## src/rtl/stage4_ex_mem_pipe_buf_if.sv

```systemverilog
// Handshake/payload bundle between EX and MEM for the rv32v elastic pipeline buffer.
// The producer side uses the master modport and the consumer side uses the slave modport.
interface stage4_ex_mem_pipe_buf_if #(
  parameter int WORD_W    = 32,
  parameter int NUM_LANES = 4,
  parameter int LANE_W    = 32
);
  logic                        valid;
  logic                        ready;
  logic                        reg_write;
  logic [4:0]                  rd;
  logic [WORD_W-1:0]           wdata;
  logic [NUM_LANES-1:0]        vmask;
  logic [NUM_LANES*LANE_W-1:0] vdata;

  modport master (
    output valid,
    output reg_write,
    output rd,
    output wdata,
    output vmask,
    output vdata,
    input  ready
  );

  modport slave (
    input  valid,
    input  reg_write,
    input  rd,
    input  wdata,
    input  vmask,
    input  vdata,
    output ready
  );
endinterface

```

## src/rtl/stage4_ex_mem_pipe_buf.sv

```systemverilog
// Elastic EX->MEM pipeline buffer: DEPTH-entry circular FIFO with flush and scalar forwarding.
// Optional macro STAGE4_PIPE_BYPASS_EN adds a zero-latency EX->MEM path when the buffer is empty.
module stage4_ex_mem_pipe_buf #(
  parameter int WORD_W    = 32,
  parameter int NUM_LANES = 4,
  parameter int LANE_W    = 32,
  parameter int DEPTH     = 2,
  parameter int CNT_W     = $clog2(DEPTH) + 1
) (
  input  logic                         CLK,
  input  logic                         nRST,
  input  logic                         flush,
  stage4_ex_mem_pipe_buf_if.slave      ex,
  stage4_ex_mem_pipe_buf_if.master     mem,
  output logic [CNT_W-1:0]             count,
  input  logic [4:0]                   fwd_rs,
  output logic                         fwd_hit,
  output logic [WORD_W-1:0]            fwd_data
);

  localparam int AW = $clog2(DEPTH);

  logic [CNT_W-1:0]            rd_ptr;
  logic [CNT_W-1:0]            wr_ptr;
  logic                        stored_valid;
  logic                        ex_ready_int;
  logic                        bypass;
  logic                        push;
  logic                        pop;
  logic [AW-1:0]               head_idx;
  logic [AW-1:0]               tail_idx;
  logic [AW-1:0]               scan_idx;

  logic                        reg_write_mem [DEPTH];
  logic [4:0]                  rd_mem        [DEPTH];
  logic [WORD_W-1:0]           wdata_mem     [DEPTH];
  logic [NUM_LANES-1:0]        vmask_mem     [DEPTH];
  logic [NUM_LANES*LANE_W-1:0] vdata_mem     [DEPTH];

  assign count        = wr_ptr - rd_ptr;
  assign stored_valid = (count != '0);
  assign ex_ready_int = (count < CNT_W'(DEPTH));
  assign ex.ready     = ex_ready_int;
  assign head_idx     = rd_ptr[AW-1:0];
  assign tail_idx     = wr_ptr[AW-1:0];

`ifdef STAGE4_PIPE_BYPASS_EN
  assign bypass = !stored_valid && ex.valid && mem.ready && !flush;
`else
  assign bypass = 1'b0;
`endif

  // A bypassed entry is consumed directly by MEM and never occupies a slot.
  assign push = ex.valid && ex_ready_int && !bypass;
  assign pop  = stored_valid && mem.ready;

  // Flush wins over push and pop: the read pointer jumps to the write pointer.
  always_ff @(posedge CLK or negedge nRST) begin
    if (!nRST) begin
      rd_ptr <= '0;
      wr_ptr <= '0;
    end else if (flush) begin
      rd_ptr <= wr_ptr;
    end else begin
      if (push) wr_ptr <= wr_ptr + CNT_W'(1);
      if (pop)  rd_ptr <= rd_ptr + CNT_W'(1);
    end
  end

  always_ff @(posedge CLK) begin
    if (push && !flush) begin
      reg_write_mem[tail_idx] <= ex.reg_write;
      rd_mem[tail_idx]        <= ex.rd;
      wdata_mem[tail_idx]     <= ex.wdata;
      vmask_mem[tail_idx]     <= ex.vmask;
      vdata_mem[tail_idx]     <= ex.vdata;
    end
  end

  // Payload is zeroed whenever nothing valid is presented to MEM.
  always_comb begin
    mem.valid     = 1'b0;
    mem.reg_write = 1'b0;
    mem.rd        = '0;
    mem.wdata     = '0;
    mem.vmask     = '0;
    mem.vdata     = '0;
    if (stored_valid) begin
      mem.valid     = 1'b1;
      mem.reg_write = reg_write_mem[head_idx];
      mem.rd        = rd_mem[head_idx];
      mem.wdata     = wdata_mem[head_idx];
      mem.vmask     = vmask_mem[head_idx];
      mem.vdata     = vdata_mem[head_idx];
    end
`ifdef STAGE4_PIPE_BYPASS_EN
    else if (bypass) begin
      mem.valid     = 1'b1;
      mem.reg_write = ex.reg_write;
      mem.rd        = ex.rd;
      mem.wdata     = ex.wdata;
      mem.vmask     = ex.vmask;
      mem.vdata     = ex.vdata;
    end
`endif
  end

  // Oldest-to-youngest scan; a later match overrides, so the youngest entry wins.
  always_comb begin
    fwd_hit  = 1'b0;
    fwd_data = '0;
    scan_idx = '0;
    for (int k = 0; k < DEPTH; k++) begin
      scan_idx = rd_ptr[AW-1:0] + AW'(k);
      if ((CNT_W'(k) < count) && reg_write_mem[scan_idx] &&
          (rd_mem[scan_idx] == fwd_rs) && (fwd_rs != 5'd0)) begin
        fwd_hit  = 1'b1;
        fwd_data = wdata_mem[scan_idx];
      end
    end
    if (flush) begin
      fwd_hit  = 1'b0;
      fwd_data = '0;
    end
  end

endmodule

```

## src/flat_wrapper.sv

```systemverilog
// flat-port wrapper written by rule: the top's interface ports become plain ports
module stage4_ex_mem_pipe_buf_flat 
#(
  parameter int WORD_W    = 32,
  parameter int NUM_LANES = 4,
  parameter int LANE_W    = 32,
  parameter int DEPTH     = 2,
  parameter int CNT_W     = $clog2(DEPTH) + 1
)
  (CLK, nRST, flush, count, fwd_rs, fwd_hit, fwd_data, ex_valid, ex_reg_write, ex_rd, ex_wdata, ex_vmask, ex_vdata, ex_ready, mem_valid, mem_reg_write, mem_rd, mem_wdata, mem_vmask, mem_vdata, mem_ready);
  stage4_ex_mem_pipe_buf_if #(.WORD_W(WORD_W), .NUM_LANES(NUM_LANES), .LANE_W(LANE_W)) ex_i ();
  stage4_ex_mem_pipe_buf_if #(.WORD_W(WORD_W), .NUM_LANES(NUM_LANES), .LANE_W(LANE_W)) mem_i ();
  input  logic CLK;
  input  logic nRST;
  input  logic flush;
  output logic [CNT_W-1:0] count;
  input  logic [4:0] fwd_rs;
  output logic fwd_hit;
  output logic [WORD_W-1:0] fwd_data;
  input wire logic [$bits(ex_i.valid)-1:0] ex_valid;
  input wire logic [$bits(ex_i.reg_write)-1:0] ex_reg_write;
  input wire logic [$bits(ex_i.rd)-1:0] ex_rd;
  input wire logic [$bits(ex_i.wdata)-1:0] ex_wdata;
  input wire logic [$bits(ex_i.vmask)-1:0] ex_vmask;
  input wire logic [$bits(ex_i.vdata)-1:0] ex_vdata;
  output wire logic [$bits(ex_i.ready)-1:0] ex_ready;
  output wire logic [$bits(mem_i.valid)-1:0] mem_valid;
  output wire logic [$bits(mem_i.reg_write)-1:0] mem_reg_write;
  output wire logic [$bits(mem_i.rd)-1:0] mem_rd;
  output wire logic [$bits(mem_i.wdata)-1:0] mem_wdata;
  output wire logic [$bits(mem_i.vmask)-1:0] mem_vmask;
  output wire logic [$bits(mem_i.vdata)-1:0] mem_vdata;
  input wire logic [$bits(mem_i.ready)-1:0] mem_ready;
  assign ex_i.valid = ex_valid;
  assign ex_i.reg_write = ex_reg_write;
  assign ex_i.rd = ex_rd;
  assign ex_i.wdata = ex_wdata;
  assign ex_i.vmask = ex_vmask;
  assign ex_i.vdata = ex_vdata;
  assign ex_ready = ex_i.ready;
  assign mem_valid = mem_i.valid;
  assign mem_reg_write = mem_i.reg_write;
  assign mem_rd = mem_i.rd;
  assign mem_wdata = mem_i.wdata;
  assign mem_vmask = mem_i.vmask;
  assign mem_vdata = mem_i.vdata;
  assign mem_i.ready = mem_ready;
  stage4_ex_mem_pipe_buf #(.WORD_W(WORD_W), .NUM_LANES(NUM_LANES), .LANE_W(LANE_W), .DEPTH(DEPTH), .CNT_W(CNT_W)) u_core (.CLK(CLK), .nRST(nRST), .flush(flush), .ex(ex_i), .mem(mem_i), .count(count), .fwd_rs(fwd_rs), .fwd_hit(fwd_hit), .fwd_data(fwd_data));
endmodule
```

## config.mk

```make
export PLATFORM = sky130hd
export DESIGN_NAME = stage4_ex_mem_pipe_buf_flat
export DESIGN_NICKNAME = d
export VERILOG_FILES = /design/src/rtl/stage4_ex_mem_pipe_buf_if.sv /design/src/rtl/stage4_ex_mem_pipe_buf.sv /design/src/flat_wrapper.sv
export SDC_FILE = /design/constraint.sdc
export NUM_CORES = 1
export LEC_CHECK = 0
export CAP_MARGIN = 20
export CELL_PAD_IN_SITES_DETAIL_PLACEMENT = 0
export CELL_PAD_IN_SITES_GLOBAL_PLACEMENT = 2
export CORE_MARGIN = 5
export CORE_UTILIZATION = 31
export CTS_BUF_LIST = sky130_fd_sc_hd__clkbuf_4 sky130_fd_sc_hd__clkbuf_8
export DETAILED_ROUTE_END_ITERATION = 10
export GPL_ROUTABILITY_DRIVEN = 0
export PLACE_DENSITY_LB_ADDON = 0.25
export SYNTH_ARGS = -nofsm -noshare
export SYNTH_HDL_FRONTEND = slang
export SYNTH_SLANG_ARGS = --single-unit
```

## constraint.sdc

```tcl
create_clock -name CLK -period 5.15 [get_ports CLK]
set_input_delay 0.7725 -clock CLK [delete_from_list [all_inputs] [get_ports CLK]]
set_output_delay 0.7725 -clock CLK [all_outputs]
set_load 0.05 [all_outputs]
```

**Word level (Yosys, flattened, before mapping)**

Memory sizes are Yosys's and may differ from the RTL's.
Cells that the tools add are included.

- $add $sub $neg: 4
- Multipliers: 0
- Divide/modulo/power cells: 0
- Magnitude comparators: 3
- Equal/unequal tests: 2
- Shifts and indexed selects: 0
- Muxes and demuxes: 16
- Bitwise logic cells: 1
- Reductions and logical operators: 14

Operator list:

| operator | number |
|---|---|
| $mux W128 | 1 |
| $mux W32 | 4 |
| $eq A5 B5 Y1 | 2 |
| $logic_and A1 B1 Y1 | 9 |
| $mux W1 | 7 |
| $mux W5 | 1 |
| $reduce_bool A5 Y1 | 1 |
| $add A2 B1 Y2 const B | 2 |
| $lt A1 B2 Y1 const A | 2 |
| $mux W2 | 2 |
| $mux W4 | 1 |
| $reduce_bool A2 Y1 | 2 |
| $lt A2 B2 Y1 const B | 1 |
| $reduce_and A2 Y1 | 1 |
| $sub A2 B2 Y2 | 1 |
| $add A1 B1 Y1 const B | 1 |
| $logic_not A1 Y1 | 1 |
| $not A1 Y1 | 1 |

- Bits in registers: 4
- Latch bits: 0
- Memory bits (writable): 340
- Bits in read-only memories: 0
- Input port bits: 180
- Output and inout port bits: 207
- Memories kept: 5

Memories:

| name | depth | width | read ports | clocked after memory_dff | write ports | line | RTL |
|---|---|---|---|---|---|---|---|
| u_core.vdata_mem | 2 | 128 | 1 | 0 | 1 | stage4_ex_mem_pipe_buf.sv:38 | `logic [NUM_LANES*LANE_W-1:0] vdata_mem [DEPTH];` |
| u_core.wdata_mem | 2 | 32 | 2 | 0 | 1 | stage4_ex_mem_pipe_buf.sv:36 | `logic [WORD_W-1:0] wdata_mem [DEPTH];` |
| u_core.rd_mem | 2 | 5 | 2 | 0 | 1 | stage4_ex_mem_pipe_buf.sv:35 | `logic [4:0] rd_mem [DEPTH];` |
| u_core.vmask_mem | 2 | 4 | 1 | 0 | 1 | stage4_ex_mem_pipe_buf.sv:37 | `logic [NUM_LANES-1:0] vmask_mem [DEPTH];` |
| u_core.reg_write_mem | 2 | 1 | 2 | 0 | 1 | stage4_ex_mem_pipe_buf.sv:34 | `logic reg_write_mem [DEPTH];` |

**Depth between registers and ports, before layout**

- Depth in word-level cells: 8
- Depth in mapped cells: 10

**Least setup slack after synthesis**

OpenSTA, ideal clock, no wires.

- Kind: reg2reg
- Start: register u_core.wr_ptr[0]
- End: memory u_core.rd_mem[1][0] (enable)
- Library setup time: 0.551 ns
- Data arrival time: 5.892 ns
- Path slack: -1.294 ns
- Stages on the path, launching flop included: 7
- Clock period less this slack: 6.444 ns
- Cell sequence: dfrtp_1 -> inv_1 -> ha_1 -> xnor3_1 -> inv_1 -> nor3b_1 -> and2_1

- Word-level cells in the longest chain between the ends: 6

Ends and longest elaborated chain:

| element | line | RTL |
|---|---|---|
| start: declaration | stage4_ex_mem_pipe_buf.sv:24 | `logic [CNT_W-1:0] wr_ptr;` |
| start signal: assignment | stage4_ex_mem_pipe_buf.sv:65 | `if (push) wr_ptr <= wr_ptr + CNT_W'(1);` |
| $sub A2 B2 Y2 | stage4_ex_mem_pipe_buf.sv:40 | `assign count = wr_ptr - rd_ptr;` |
| $lt A2 B2 Y1 | stage4_ex_mem_pipe_buf.sv:42 | `assign ex_ready_int = (count < CNT_W'(DEPTH));` |
| named net ex_ready | flat_wrapper.sv:26 | `output wire logic [$bits(ex_i.ready)-1:0] ex_ready;` |
| $logic_and A1 B1 Y1 | stage4_ex_mem_pipe_buf.sv:54 | `assign push = ex.valid && ex_ready_int && !bypass;` |
| $logic_and A1 B1 Y1 | stage4_ex_mem_pipe_buf.sv:71 | `if (push && !flush) begin` |
| $mux W1 | stage4_ex_mem_pipe_buf.sv:71 |  |
| $mux W1 (not written as such) | stage4_ex_mem_pipe_buf.sv:73 | `rd_mem[tail_idx] <= ex.rd;` |
| end: declaration | stage4_ex_mem_pipe_buf.sv:35 |  |

The timed path passes the listed nets, and every way through them passes these cells.

**Worst setup path in the final report**

- Start: register u_core.rd_ptr[0]
- End: output port fwd_data[24]

- Word-level cells in the longest chain between the ends: 8
- Elaborated cells between the ends (all ways): 18
- Classes of those cells: add/sub: 2; order compare: 2; eq/ne: 2; mux: 3; reduce/logical: 6; memory: 3

Ends and longest elaborated chain:

| element | line | RTL |
|---|---|---|
| start: declaration | stage4_ex_mem_pipe_buf.sv:23 | `logic [CNT_W-1:0] rd_ptr;` |
| start signal: assignment | stage4_ex_mem_pipe_buf.sv:63 | `rd_ptr <= wr_ptr;` |
| start signal: assignment | stage4_ex_mem_pipe_buf.sv:66 | `if (pop) rd_ptr <= rd_ptr + CNT_W'(1);` |
| $sub A2 B2 Y2 | stage4_ex_mem_pipe_buf.sv:40 |  |
| $lt A1 B2 Y1 | stage4_ex_mem_pipe_buf.sv:115 | `if ((CNT_W'(k) < count) && reg_write_mem[scan_idx] &&` |
| $logic_and A1 B1 Y1 (2 in a row) | stage4_ex_mem_pipe_buf.sv:115 |  |
| $logic_and A1 B1 Y1 | stage4_ex_mem_pipe_buf.sv:116 | `(rd_mem[scan_idx] == fwd_rs) && (fwd_rs != 5'd0)) begin` |
| $mux W32 | stage4_ex_mem_pipe_buf.sv:115 |  |
| $mux W32 * | stage4_ex_mem_pipe_buf.sv:115 |  |
| $mux W32 * | stage4_ex_mem_pipe_buf.sv:121 | `if (flush) begin` |
| end: declaration | flat_wrapper.sv:19 | `output logic [WORD_W-1:0] fwd_data;` |

Mark *: on every way between the ends. The rest lies on a longest branch, timed or not.

==> flow_summary.json <==
{
  "syn_area_um2": 14800,
  "setup_slack_ps": 426,
  "cts_setup_buffers": 0,
  "use_met2": 0.245,
  "end_kind": "output port",
  "cp.required_ps": 4380,
  "clockRootBuffer": "clkbuf_8",
  "grt_use_total": 0.152,
  "yosysWarnings": 0,
  "path_clk_slew_ps": 60,
  "hold_violations": 0,
  "synth.area.top_cells": "edfxtp_1 69%, mux2i_1 9.5%, nor2_1 3.5%, a221oi_2 2.9%, nand2b_1 2.0%",
  "drive_gt1_frac": 0.128,
  "criticalPathCategory": "reg -> out",
  "cts_tree": "yes",
  "start_util": 0.312,
  "synth_area_leader_cell": "edfxtp_1",
  "hpwl_um": 27000,
  "grt_pass1_wl_um": 61500,
  "relSlewSlack": 0.310,
  "cts_resized": 0,
  "first_iter_violations": 407,
  "hold_class": "in -> async",
  "ys.flop_type": "edfxtp_1",
  "synth_compound_area_frac": 0.0816,
  "holdBufCountCts": 0,
  "yosys_register_bits": 344,
  "clock_sinks": 344,
  "drt_pass1_iterations": 4,
  "dieArea_um2": 52200,
  "drc": 0,
  "fin_crit_sh": 0.917,
  "finClkSkew_ps": 22.3,
  "synthAdderAreaFrac": 0.000846,
  "fin_tns_setup_ps": 0,
  "seq_area_um2": 10300,
  "viasPerCell": 4.63,
  "wl_per_cell_um": 20.0,
  "async_flop_share": 0.0116,
  "grt_max_degree": 122,
  "nets": 1568,
  "maxCapViolations": 0,
  "synth_top_family_by_area": "multiplexers",
  "antenna_found_initial": 7,
  "dpl_worst_slack_ps": 803,
  "ant_nets": 0,
  "synth_top_area_frac": 0.691,
  "syn_area_per_cell_um2": 14.8,
  "worstSetupStartpoint": "u_core.rd_ptr[0]$_DFFE_PN0P_",
  "gr-total-overflow": 0,
  "die_h_um": 228,
  "slew_violations": 0,
  "cts_made_buffers": 61,
  "num_vias": 9522,
  "grt_pass1_vias": 10094,
  "final_core_utilization": 0.440,
  "die_w_um": 228,
  "critPathArrivalTime_ps": 3950,
  "insertion_delay_ps": 640,
  "syn_inst": 998,
  "final_common_cell": "clkdlybuf4s50_1",
  "htree_levels": 2,
  "ios": 387,
  "synth_edf_count": 340,
  "min_period_ps": 4720,
  "rows": 80,
  "grt_util_met3": 0.0771,
  "setup_violations": 0,
  "synthDistinctLibCells": 36,
  "rsz0062_at_grt": "no",
  "reg2reg_from": "u_core.rd_ptr[0]$_DFFE_PN0P_",
  "met1_usage": 0.180,
  "max_freq_mhz": 212,
  "core_area_um2": 47400,
  "syn_to_final_growth_pct": 41.3,
  "ys_seq_area_frac": 0.697,
  "port_buffers": 386,
  "synth.area.mux_share": 0.0964,
  "routed_wl_um": 41200,
  "synth-simple-area-share": 0.0886,
  "status": "finished clean",
  "syn-num-nets": 1179,
  "n_fill_cell": 4395,
  "final_cell_mix": "352 x clkdlybuf4s50_1, 340 x edfxtp_1, 141 x mux2i_1",
  "synth_xor_area_frac": 0.0104,
  "startpoint_type": "flop",
  "cp_max_fo": 46,
  "tightest_slew_ps": 1030,
  "multiInputGateArea_um2": 4140,
  "busiest_layer": "met2",
  "clk_path_buf_depth": 3
}
[routing by layer]
layer | vias to the layer above | wire (µm) | part of all wire
met5 | - | 41 | 0.0010
met4 | 6 | 962 | 0.023
met3 | 66 | 4130 | 0.10
met2 | 280 | 19300 | 0.47
met1 | 4637 | 16800 | 0.41
li1 | 4533 | - | -
[worst paths after layout]
kind	end	slack, ps	cells past startpoint
hold reg to reg	u_core.wr_ptr[1]$_DFFE_PN0P_	500	1
setup reg to reg	u_core.vdata_mem[1][113]$_DFFE_PP_	1750	6
min in group CLK	u_core.wr_ptr[1]$_DFFE_PN0P_	500	1
setup / recovery	fwd_data[24]	430	7
max in group asynchronous	u_core.rd_ptr[0]$_DFFE_PN0P_	4590	1
hold / removal	u_core.rd_ptr[0]$_DFFE_PN0P_	360	1
[cell usage after synthesis, types with 4 or more instances]
cell,count
nand2_1,52
inv_1,5
nor2_1,138
o2bb2ai_1,15
clkbuf_1,48
nor2b_1,17
edfxtp_1,340
nand2b_1,47
buf_2,20
o21a_1,17
and2_1,20
a211o_1,32
xor2_1,10
dfrtp_1,4
buf_6,4
o22ai_1,17
xnor2_1,5
mux2i_1,141
a21oi_1,16
a221oi_2,29
[registers in the layout, summed over array words and instances, names as in the netlist]
name                  cells
u_core.vdata_mem        256
u_core.rd_mem            10
u_core.rd_ptr             2
u_core.wr_ptr             2
u_core.wdata_mem         64
u_core.reg_write_mem      2
u_core.vmask_mem          8
[layout make-up]
| type | instances | area share |
|---|---|---|
| Clock buffer | 85 | 0.0506 |
| Antenna cell | 3 | 0.000359 |
| Multi-Input combinational cell | 574 | 0.198 |
| Tap cell | 615 | 0.0368 |
| Clock inverter | 28 | 0.0100 |
| Sequential cell | 344 | 0.494 |
| Inverter | 5 | 0.000898 |
| Timing Repair Buffer | 401 | 0.210 |
[cells by family after synthesis]
kind of cell | after synthesis
compound gates | 132
xor+xnor | 16
fa+ha+maj | 1
buf+inv | 80
flops | 344
mux | 142
simple gates | 283
[stage by stage]
stage / area, µm² / instances / hold slack, ps
finish: 20900 / 2055 / 360
detailed placement: 19600 / 1939 / 493
global placement: 19600 / 1939 / 486
CTS: 20900 / 2052 / 273
global route: 20900 / 2052 / 307
floorplan: 14800 / 998 / 463
[critical path, stage by stage (launching register included)]
cell	delay [ps]
dfrtp_4	610
buf_4	510
mux2i_1	320
xor2_1	260
nand4_4	480
buf_4	430
a221oi_1	500
buf_12	200
Power is not shown: default switching activity piles up to over one toggle a cycle in this logic, so the estimate is an artifact.
